**config.mk**
```make
export PLATFORM = sky130hd
export DESIGN_NAME = apb_arbiter
export DESIGN_NICKNAME = d
export VERILOG_FILES = /design/src/rtl/apb_arbiter.sv
export SDC_FILE = /design/constraint.sdc
export NUM_CORES = 1
export LEC_CHECK = 0
export ABC_AREA = 1
export CAP_MARGIN = 20
export CORE_UTILIZATION = 44
export DETAILED_ROUTE_END_ITERATION = 12
export PLACE_DENSITY = 0.87
export SYNTH_ARGS = -nofsm -noshare
export SYNTH_HDL_FRONTEND = slang
export SYNTH_SLANG_ARGS = --single-unit
```
**constraint.sdc**
```tcl
create_clock -name PCLK -period 3.7 [get_ports PCLK]
set_input_delay 0.74 -clock PCLK [delete_from_list [all_inputs] [get_ports PCLK]]
set_output_delay 0.74 -clock PCLK [all_outputs]
set_load 0.02 [all_outputs]
```
**src/rtl/apb_arbiter.sv**
```systemverilog
// Two-requester APB master with round-robin arbitration.
// A PREADY wait beyond TIMEOUT ACCESS cycles aborts the transfer and reports err.
module apb_arbiter #(
    parameter int TIMEOUT = 16
) (
    input  logic        PCLK,
    input  logic        PRESETn,
    input  logic        req0,
    input  logic        req1,
    input  logic        rw0,
    input  logic        rw1,
    input  logic [31:0] addr0,
    input  logic [31:0] addr1,
    input  logic [31:0] wdata0,
    input  logic [31:0] wdata1,
    output logic        gnt0,
    output logic        gnt1,
    output logic        done0,
    output logic        done1,
    output logic        err0,
    output logic        err1,
    output logic [31:0] rdata,
    output logic [31:0] PADDR,
    output logic [31:0] PWDATA,
    output logic        PWRITE,
    output logic        PENABLE,
    output logic        PSEL1,
    output logic        PSEL2,
    input  logic        PREADY,
    input  logic [31:0] PRDATA
);

    localparam logic [1:0] IDLE   = 2'd0;
    localparam logic [1:0] SETUP  = 2'd1;
    localparam logic [1:0] ACCESS = 2'd2;

    localparam logic [7:0] WAIT_LAST = 8'(TIMEOUT - 1);

    logic [1:0]  state_reg, state_next;
    logic        owner_reg;
    logic        last_gnt_reg;
    logic        pwrite_reg;
    logic [31:0] paddr_reg;
    logic [31:0] pwdata_reg;
    logic [31:0] rdata_reg;
    logic [7:0]  wait_cnt_reg;
    logic [1:0]  done_vec_reg;
    logic [1:0]  err_vec_reg;

    logic [1:0]  req_vec;
    logic [1:0]  elig;
    logic [1:0]  gnt_vec;
    logic        pick;
    logic        start;
    logic        ready_end;
    logic        timeout_end;
    logic        complete;

    assign req_vec = {req1, req0};

    // A requester whose done pulse is showing this cycle sits out one arbitration.
    generate
        for (genvar gi = 0; gi < 2; gi++) begin : g_req
            assign elig[gi]    = req_vec[gi] & ~done_vec_reg[gi];
            assign gnt_vec[gi] = (state_reg != IDLE) && (owner_reg == 1'(gi));
        end
    endgenerate

    assign pick        = (elig[0] & elig[1]) ? ~last_gnt_reg : elig[1];
    assign start       = (state_reg == IDLE) && (elig != 2'b00);
    assign ready_end   = (state_reg == ACCESS) && PREADY;
    assign timeout_end = (state_reg == ACCESS) && !PREADY && (wait_cnt_reg == WAIT_LAST);
    assign complete    = ready_end | timeout_end;

    always_comb begin
        state_next = state_reg;
        case (state_reg)
            IDLE:    if (start) state_next = SETUP;
            SETUP:   state_next = ACCESS;
            ACCESS:  if (complete) state_next = IDLE;
            default: state_next = IDLE;
        endcase
    end

    always_ff @(posedge PCLK or negedge PRESETn) begin
        if (!PRESETn) begin
            state_reg    <= IDLE;
            owner_reg    <= 1'b0;
            last_gnt_reg <= 1'b1;
            pwrite_reg   <= 1'b0;
            paddr_reg    <= '0;
            pwdata_reg   <= '0;
            rdata_reg    <= '0;
            wait_cnt_reg <= '0;
            done_vec_reg <= '0;
            err_vec_reg  <= '0;
        end else begin
            state_reg    <= state_next;
            done_vec_reg <= {complete & owner_reg, complete & ~owner_reg};
            err_vec_reg  <= {timeout_end & owner_reg, timeout_end & ~owner_reg};

            if (start) begin
                owner_reg    <= pick;
                last_gnt_reg <= pick;
                pwrite_reg   <= pick ? ~rw1 : ~rw0;
                paddr_reg    <= pick ? addr1 : addr0;
                pwdata_reg   <= pick ? wdata1 : wdata0;
            end

            if (state_reg == SETUP) begin
                wait_cnt_reg <= '0;
            end else if ((state_reg == ACCESS) && !PREADY) begin
                wait_cnt_reg <= wait_cnt_reg + 8'd1;
            end

            // Writes leave rdata untouched; a timed-out read clears it.
            if (ready_end && !pwrite_reg) begin
                rdata_reg <= PRDATA;
            end else if (timeout_end && !pwrite_reg) begin
                rdata_reg <= '0;
            end
        end
    end

    assign gnt0    = gnt_vec[0];
    assign gnt1    = gnt_vec[1];
    assign done0   = done_vec_reg[0];
    assign done1   = done_vec_reg[1];
    assign err0    = err_vec_reg[0];
    assign err1    = err_vec_reg[1];
    assign rdata   = rdata_reg;
    assign PADDR   = paddr_reg;
    assign PWDATA  = pwdata_reg;
    assign PWRITE  = pwrite_reg;
    assign PENABLE = (state_reg == ACCESS);
    assign PSEL1   = (state_reg != IDLE) && !paddr_reg[31];
    assign PSEL2   = (state_reg != IDLE) && paddr_reg[31];

endmodule

```
==> results of run 1 <==
-- layout make-up --
cell class | count | area (µm²)
clock inverter | 2 | 10.01
multi-input combinational | 489 | 2027
fill | 906 | 3306
clock buffer | 24 | 471.7
inverter | 89 | 334.1
sequential | 113 | 2829
antenna | 1 | 2.502
timing repair buffer | 279 | 2798
tap | 147 | 183.9
-- stage by stage --
step | hold WS [ps] | total power [W] | cell area [µm²]
after floorplan | 442.2 | 0.003927 | 5380
after global placement | 452.0 | 0.005463 | 8172
after detailed placement | 458.2 | 0.005543 | 8172
after CTS | 393.7 | 0.006946 | 8653
after global routing | 430.6 | 0.007320 | 8653
final | 378.0 | 0.006878 | 8656
-- logic make-up (layout without fill, tap and decap cells) --
group	count (synthesis)	count (layout)
buffers and inverters	126	394
AND/OR/NAND/NOR	410	410
adder cells (fa/ha/maj)	1	1
flip-flops	113	113
AO/OA/AOI/OAI	78	78
other	0	1
-- power groups by stage --
| stage | sequential (W) | combinational, W | clock (W) |
|---|---|---|---|
| 6_report | 0.00212 | 0.00340 | 0.00137 |
| 5_1_grt | 0.00218 | 0.00369 | 0.00145 |
| 4_1_cts | 0.00212 | 0.00344 | 0.00139 |
| 3_5_place_dp | 0.00212 | 0.00342 | 0 |
| 3_3_place_gp | 0.00210 | 0.00336 | 0 |
| 2_1_floorplan | 0.00274 | 0.00118 | 0 |
-- worst max path at each step --
| stage | startpoint | to | slack (ps) | depth (start not counted) |
|---|---|---|---|---|
| 2_1_floorplan | state_reg[1] | PSEL1 | 2060 | 4 |
| 3_3_place_gp | req0 | PADDR[31] | 1130 | 7 |
| 3_5_place_dp | req0 | PADDR[2] | 1080 | 7 |
| 4_1_cts | state_reg[1] | gnt0 | 1040 | 5 |
| 5_1_grt | state_reg[1] | gnt0 | 990 | 5 |
| 6_report | state_reg[1] | gnt0 | 1080 | 5 |
-- cells in the final DEF, fill, tap and decap left out --
cell type	count
a21oi_4	1
nor2_4	1
inv_2	4
nor3_1	2
nand4_1	1
nand2_4	1
clkbuf_8	2
o21ai_0	34
ha_1	1
clkbuf_1	5
dfstp_2	1
clkbuf_16	17
diode_2	1
nand3_1	38
nand3_2	1
inv_1	85
clkinv_2	2
a21oi_1	5
buf_12	2
dfrtp_1	112
nand2_1	287
clkdlybuf4s50_1	271
nor2_1	79
buf_4	6
o21ai_1	38
-- metal layers --
metal | vias to the layer above | routed length [µm] | track usage (%) | share of wire (%)
met5 | - | 0 | 0 | 0
met1 | 2457 | 5957 | 27.02 | 39
li1 | 2724 | - | - | -
met4 | 0 | 401 | 11.29 | 2.6
met2 | 222 | 7677 | 44.61 | 50
met3 | 33 | 1390 | 9.287 | 9.0
-- critical path, delay by kind of cell (launching register included) --
kind	cells	cell delay (ps)
buf+inv	3	800
flops	1	390
simple gates	2	280
==> summary.md, run 1 <==
| Metric | Value |
|---|---|
| Outcome | complete, no violations |
| Reg2Reg Setup Slack | 1790 ps |
| Slew margin rel. | 51.22% |
| Setup Buffers After CTS | 0 |
| Mapped cell area | 0.005380 mm² |
| CP peak stage delay | 640 ps |
| Top post-synthesis cells by count | nand2_1 (288), dfrtp_1 (112), inv_1 (85), nor2_1 (79) |
| CP required | 2960 ps |
| Xor and xnor area share after synthesis | 0% |
| Top FF cell, synth | dfrtp_1 |
| Pre-CTS setup slack | 1075 ps |
| Seq/Total Area, Yosys | 52.58% |
| Hold crit path type | input pin to async pin |
| Critical path launch point type | flop |
| Post-CTS sizing | 0 |
| Final worst slack | 1082 ps |
| TritonCTS clock tree | done |
| Post-synthesis simple-gate area fraction | 29.84% |
| YS warnings | 0 |
| Arr. time, crit path | 1880 ps |
| Count leader, synth | nand2_1 |
| Post-route ant nets | 0 |
| Clock Path Buffers | 2 |
| DRT Pass-1 Iters | 4 |
| Switching Power | 0.002710 W |
| Final slew viol count | 0 |
| Total track usage | 25.29% |
| Std cell rows | 40 |
| CTS buffer count | 17 |
| Hold buffers post-CTS | 0 |
| Post-Syn Instances | 728 |
| Placed Instances | 1117 |
| Largest family of logic cells by synthesized area | simple AND/OR/NAND/NOR gates |
| GP Congestion | 0.8303 |
| Initial antenna violation count | 0 |
| Buffers on Ports | 272 |
| Clock share of power | 19.8% |
| Cells on worst reg2reg path | 6 |
| First-pass GRT wire length | 24920 µm |
| Gate power share | 49.4% |
| Critical Path Most Common Cell | inv_1 |
| Final layout net count | 1157 |
| Dpl hpwl | 11030 µm |
| Reg-to-reg startpoint | last_gnt_reg |
| Worst-path cell with the longest stage delay | clkdlybuf4s50_1 |
| Reg2reg end | PADDR[2] |
| Post-synthesis adder-cell area fraction | 0.2326% |
| Root Buffer | clkbuf_16 |
| Post-synthesis mux area share | 0% |
| Fmax | 0.3820 GHz |
| Unrepaired setup endpoints after global routing | false |
| Total Neg Setup Slack | 0 ps |
| H-Tree Depth | 4 |
| Via-to-Cell Ratio | 4.752 |
| Net Count, Synth | 896 |
| Post-synthesis compound-gate area fraction | 7.465% |
| Max VDD drop | 425.4 µV |
| #FFs+latches synth | 113 |
| Pwr dens | 794.6 mW/mm² |
| EDFF count, synth | 0 |
| Critical path class | flop to output port |
| Final period util | 70.76% |
| Synth top area share | 52.09% |
| Internal | 0.004168 W |
| P&R area growth vs syn | 60.88% |
| Die footprint | 0.01267 mm² |
| Final wirelength | 15430 µm |
| GR Overflow Total | 0 |
| MaxCap Viol Count | 0 |
| Post-layout util | 72.36% |
| Final Non-Filler Cells | 1144 |
| Leakage | 4.248 nW |
| Average size of a mapped cell | 7.390 µm² |
| Area of the core | 0.01196 mm² |
| Reg power frac | 30.8% |
| Post-synth cell types | 19 |
| Synth async-reset ratio | 100.0% |
| Initial core utilization | 44.98% |
| Period minus WS final | 2618 ps |
| Num Clock Sinks | 113 |
| Die span in x | 112.6 µm |
| Synth top area cells | dfrtp_1 (52%), nand2_1 (20%), inv_1 (5.9%) |
| Clk slew on worst S/H paths | 50 ps |
| Critical path peak fanout | 4 |
| Sw Share | 39.39% |
| Leading area contributor after synthesis | dfrtp_1 |
| Worst Setup End Kind | output port |
| Via count | 5436 |
| Worst-Margin Slew | 731.7 ps |
| CP cell instances | inv_1, nand2_1, inv_1, nor2_1, clkdlybuf4s50_1 |
| Largest net degree at the start of global routing | 74 |
| Final Hold Fails | 0 |
| Number of global-route vias before repair | 5355 |
| Wire per inst | 13.49 µm |
| Setup violations, final | 0 |
| Die Ht | 112.6 µm |
| Share of post-route cells with drive strength above 1 | 3.815% |
| Num ports | 273 |
| DRT iter0 DRCs | 289 |
| Number of remaining DRC errors | 0 |
| Clock latency at the later pin of the worst-skew pair | 410 ps |
| Fin Clk Skew | 6.493 ps |
No activity file was read; power rests on OpenSTA's default activity.
==> inputs of run 2 (changes only) <==
Settings changed: CORE_UTILIZATION 44 to 40, PLACE_DENSITY 0.87 to 0.8.
Clock period 3.7 ns to 2.75 ns, I/O delays scaled along.
==> run 2 against run 1 <==
Compared with the run above: core utilization shrank 4.9 points; clock power grew 72%; register-to-register slack lost 660 ps; largest power group unchanged; via count grew 1.0%; global-route usage shrank 1.5 points; sequential power grew 35%.
==> summary.md, run 2 (same netlist as run 1, synthesis figures left out) <==
| Metric | Value |
|---|---|
| Fin Clk Skew | 8.836 ps (+2.343 ps) |
| Area of the multi-input gates | 0.002027 mm² (unchanged) |
| Leakage | 4.342 nW (+2.2%) |
| Critical path class | flop to output port |
| Period minus WS final | 2401 ps |
| Clock latency at the later pin of the worst-skew pair | 410 ps (about the same) |
| P&R area growth vs syn | 65.28% |
| Initial antenna violation count | 0 (unchanged) |
| GP Congestion | 0.8014 (-3.5%) |
| Setup violations, final | 0 (unchanged) |
| Final Hold Fails | 0 (unchanged) |
| Most frequent cells in the layout | nand2_1 (287), clkdlybuf4s50_1 (271), dfrtp_1 (112) |
| Wire per inst | 13.22 µm (-2.0%) |
| Fmax | 0.4164 GHz |
| Antenna cells | 0 (-1) |
| Share of post-route cells with drive strength above 1 | 4.885% (+1.1 points) |
| Final slew viol count | 0 (unchanged) |
| Buffers on Ports | 272 (unchanged) |
| Slew margin rel. | 63.07% (+12 points) |
| Number of global-route vias before repair | 5397 (+0.78%) |
| Via-to-Cell Ratio | 4.657 (-2.0%) |
| First-pass GRT wire length | 25930 µm (+4.0%) |
| Die span in x | 118.0 µm (+4.8%) |
| Outcome | complete, no violations |
| Num Clock Sinks | 113 (unchanged) |
| Std cell rows | 42 (+5.0%) |
| H-Tree Depth | 4 (unchanged) |
| Critical path launch point type | flop |
| Initial core utilization | 40.79% (-4.2 points) |
| CP required | 2200 ps (-760 ps) |
| CTS buffer count | 17 (unchanged) |
| Hold buffers post-CTS | 0 (unchanged) |
| Total Neg Setup Slack | 0 ps (unchanged) |
| DRT Pass-1 Iters | 4 (unchanged) |
| Dpl hpwl | 10930 µm (-0.92%) |
| Hold crit path type | input pin to async pin |
| Most common cell after layout, fill and taps aside | nand2_1 |
| Root Buffer | clkbuf_16 |
| Final wirelength | 15580 µm (+1.0%) |
| Post-route ant nets | 0 (unchanged) |
| Clock Path Buffers | 2 (unchanged) |
| Arr. time, crit path | 1850 ps (-30 ps) |
| Worst-Margin Slew | 553.2 ps (-178.5 ps) |
| Largest net degree at the start of global routing | 69 (-6.8%) |
| Reg2Reg Setup Slack | 1130 ps (-660 ps) |
| Pwr Total | 0.009823 W (+43%) |
| GR Overflow Total | 0 (unchanged) |
| Area of the core | 0.01319 mm² (+10%) |
| DRT iter0 DRCs | 225 (-22%) |
| Worst Setup End Kind | output port |
| Pwr dens | 1105 mW/mm² (+39%) |
| Die footprint | 0.01392 mm² (+9.8%) |
| Reg2reg end | rdata[3] |
| Final period util | 87.32% |
| Layout filler cell count | 1115 (+23%) |
| Unrepaired setup endpoints after global routing | false |
| Critical path origin | state_reg[1] |
| Cells on worst reg2reg path | 7 (+1) |
| Total track usage | 23.78% (-1.5 points) |
| Via count | 5491 (+1.0%) |
| Setup Buffers After CTS | 0 (unchanged) |
| Final layout net count | 1158 (+0.086%) |
| Post-CTS sizing | 0 (unchanged) |
| Number of remaining DRC errors | 0 (unchanged) |
| Num ports | 273 (unchanged) |
| Clk slew on worst S/H paths | 50 ps (about the same) |
| Sequential cell area | 0.002829 mm² (unchanged) |
| Critical path peak fanout | 4 (unchanged) |
| MaxCap Viol Count | 0 (unchanged) |
| Reg-to-reg startpoint | wait_cnt_reg[0] |
| Die Ht | 118.0 µm (+4.8%) |
| TritonCTS clock tree | done |
| Max VDD drop | 614.2 µV (+44%) |
run 2: routing by layer:
layer / part of all wire (%) / vias to the layer above / global-route usage [%] / routed length [µm]
met2: 48 / 221 / 39.45 / 7434
met5: 0 / - / 0 / 0
li1: - / 2723 / - / -
met1: 41 / 2506 / 27.12 / 6374
met4: 3.4 / 0 / 11.22 / 536
met3: 8.0 / 41 / 8.721 / 1239
run 2: worst max-delay path by stage:
stage | to | depth (start not counted)
detailed placement | PADDR[0] | 7
floorplan | PSEL1 | 4
global route | gnt0 | 5
finish | gnt0 | 5
CTS | gnt0 | 5
global placement | PADDR[31] | 7
run 2: metrics by stage:
stage / cell area [µm²] / hold WS [ps] / instances / util [%] / setup slack [ps]
after detailed placement: 8253 / 463.8 / 1147 / 62.57 / 574.1
after global placement: 8253 / 458.2 / 1147 / 62.57 / 622.0
after CTS: 8892 / 59.73 / 1179 / 67.42 / 314.8
final: 8892 / 65.99 / 1179 / 67.42 / 348.7
after floorplan: 5380 / 254.4 / 728 / - / 1301
after global routing: 8892 / 75.80 / 1179 / 67.42 / 261.1
run 2: layout make-up:
type | count | area share [%]
clock inverter | 10 | 1.745
inverter | 89 | 3.757
multi-input combinational | 489 | 22.79
tap | 176 | 2.476
sequential | 113 | 31.81
clock buffer | 22 | 5.445
timing repair buffer | 280 | 31.97
run 2: power breakdown:
| group | switching (W) | total [W] | internal [W] | leakage (nW) |
|---|---|---|---|---|
| Clock | 0.000742 | 0.00235 | 0.00160 | 0.312 |
| Sequential | 0.000440 | 0.00286 | 0.00242 | 1.40 |
| Combinational | 0.00255 | 0.00461 | 0.00207 | 2.63 |
run 2: critical path: stages (launching register included):
cell and delay [ps]:
dfrtp_1 400, inv_1 60, nand2_1 130, inv_1 100, nor2_1 120, clkdlybuf4s50_1 640
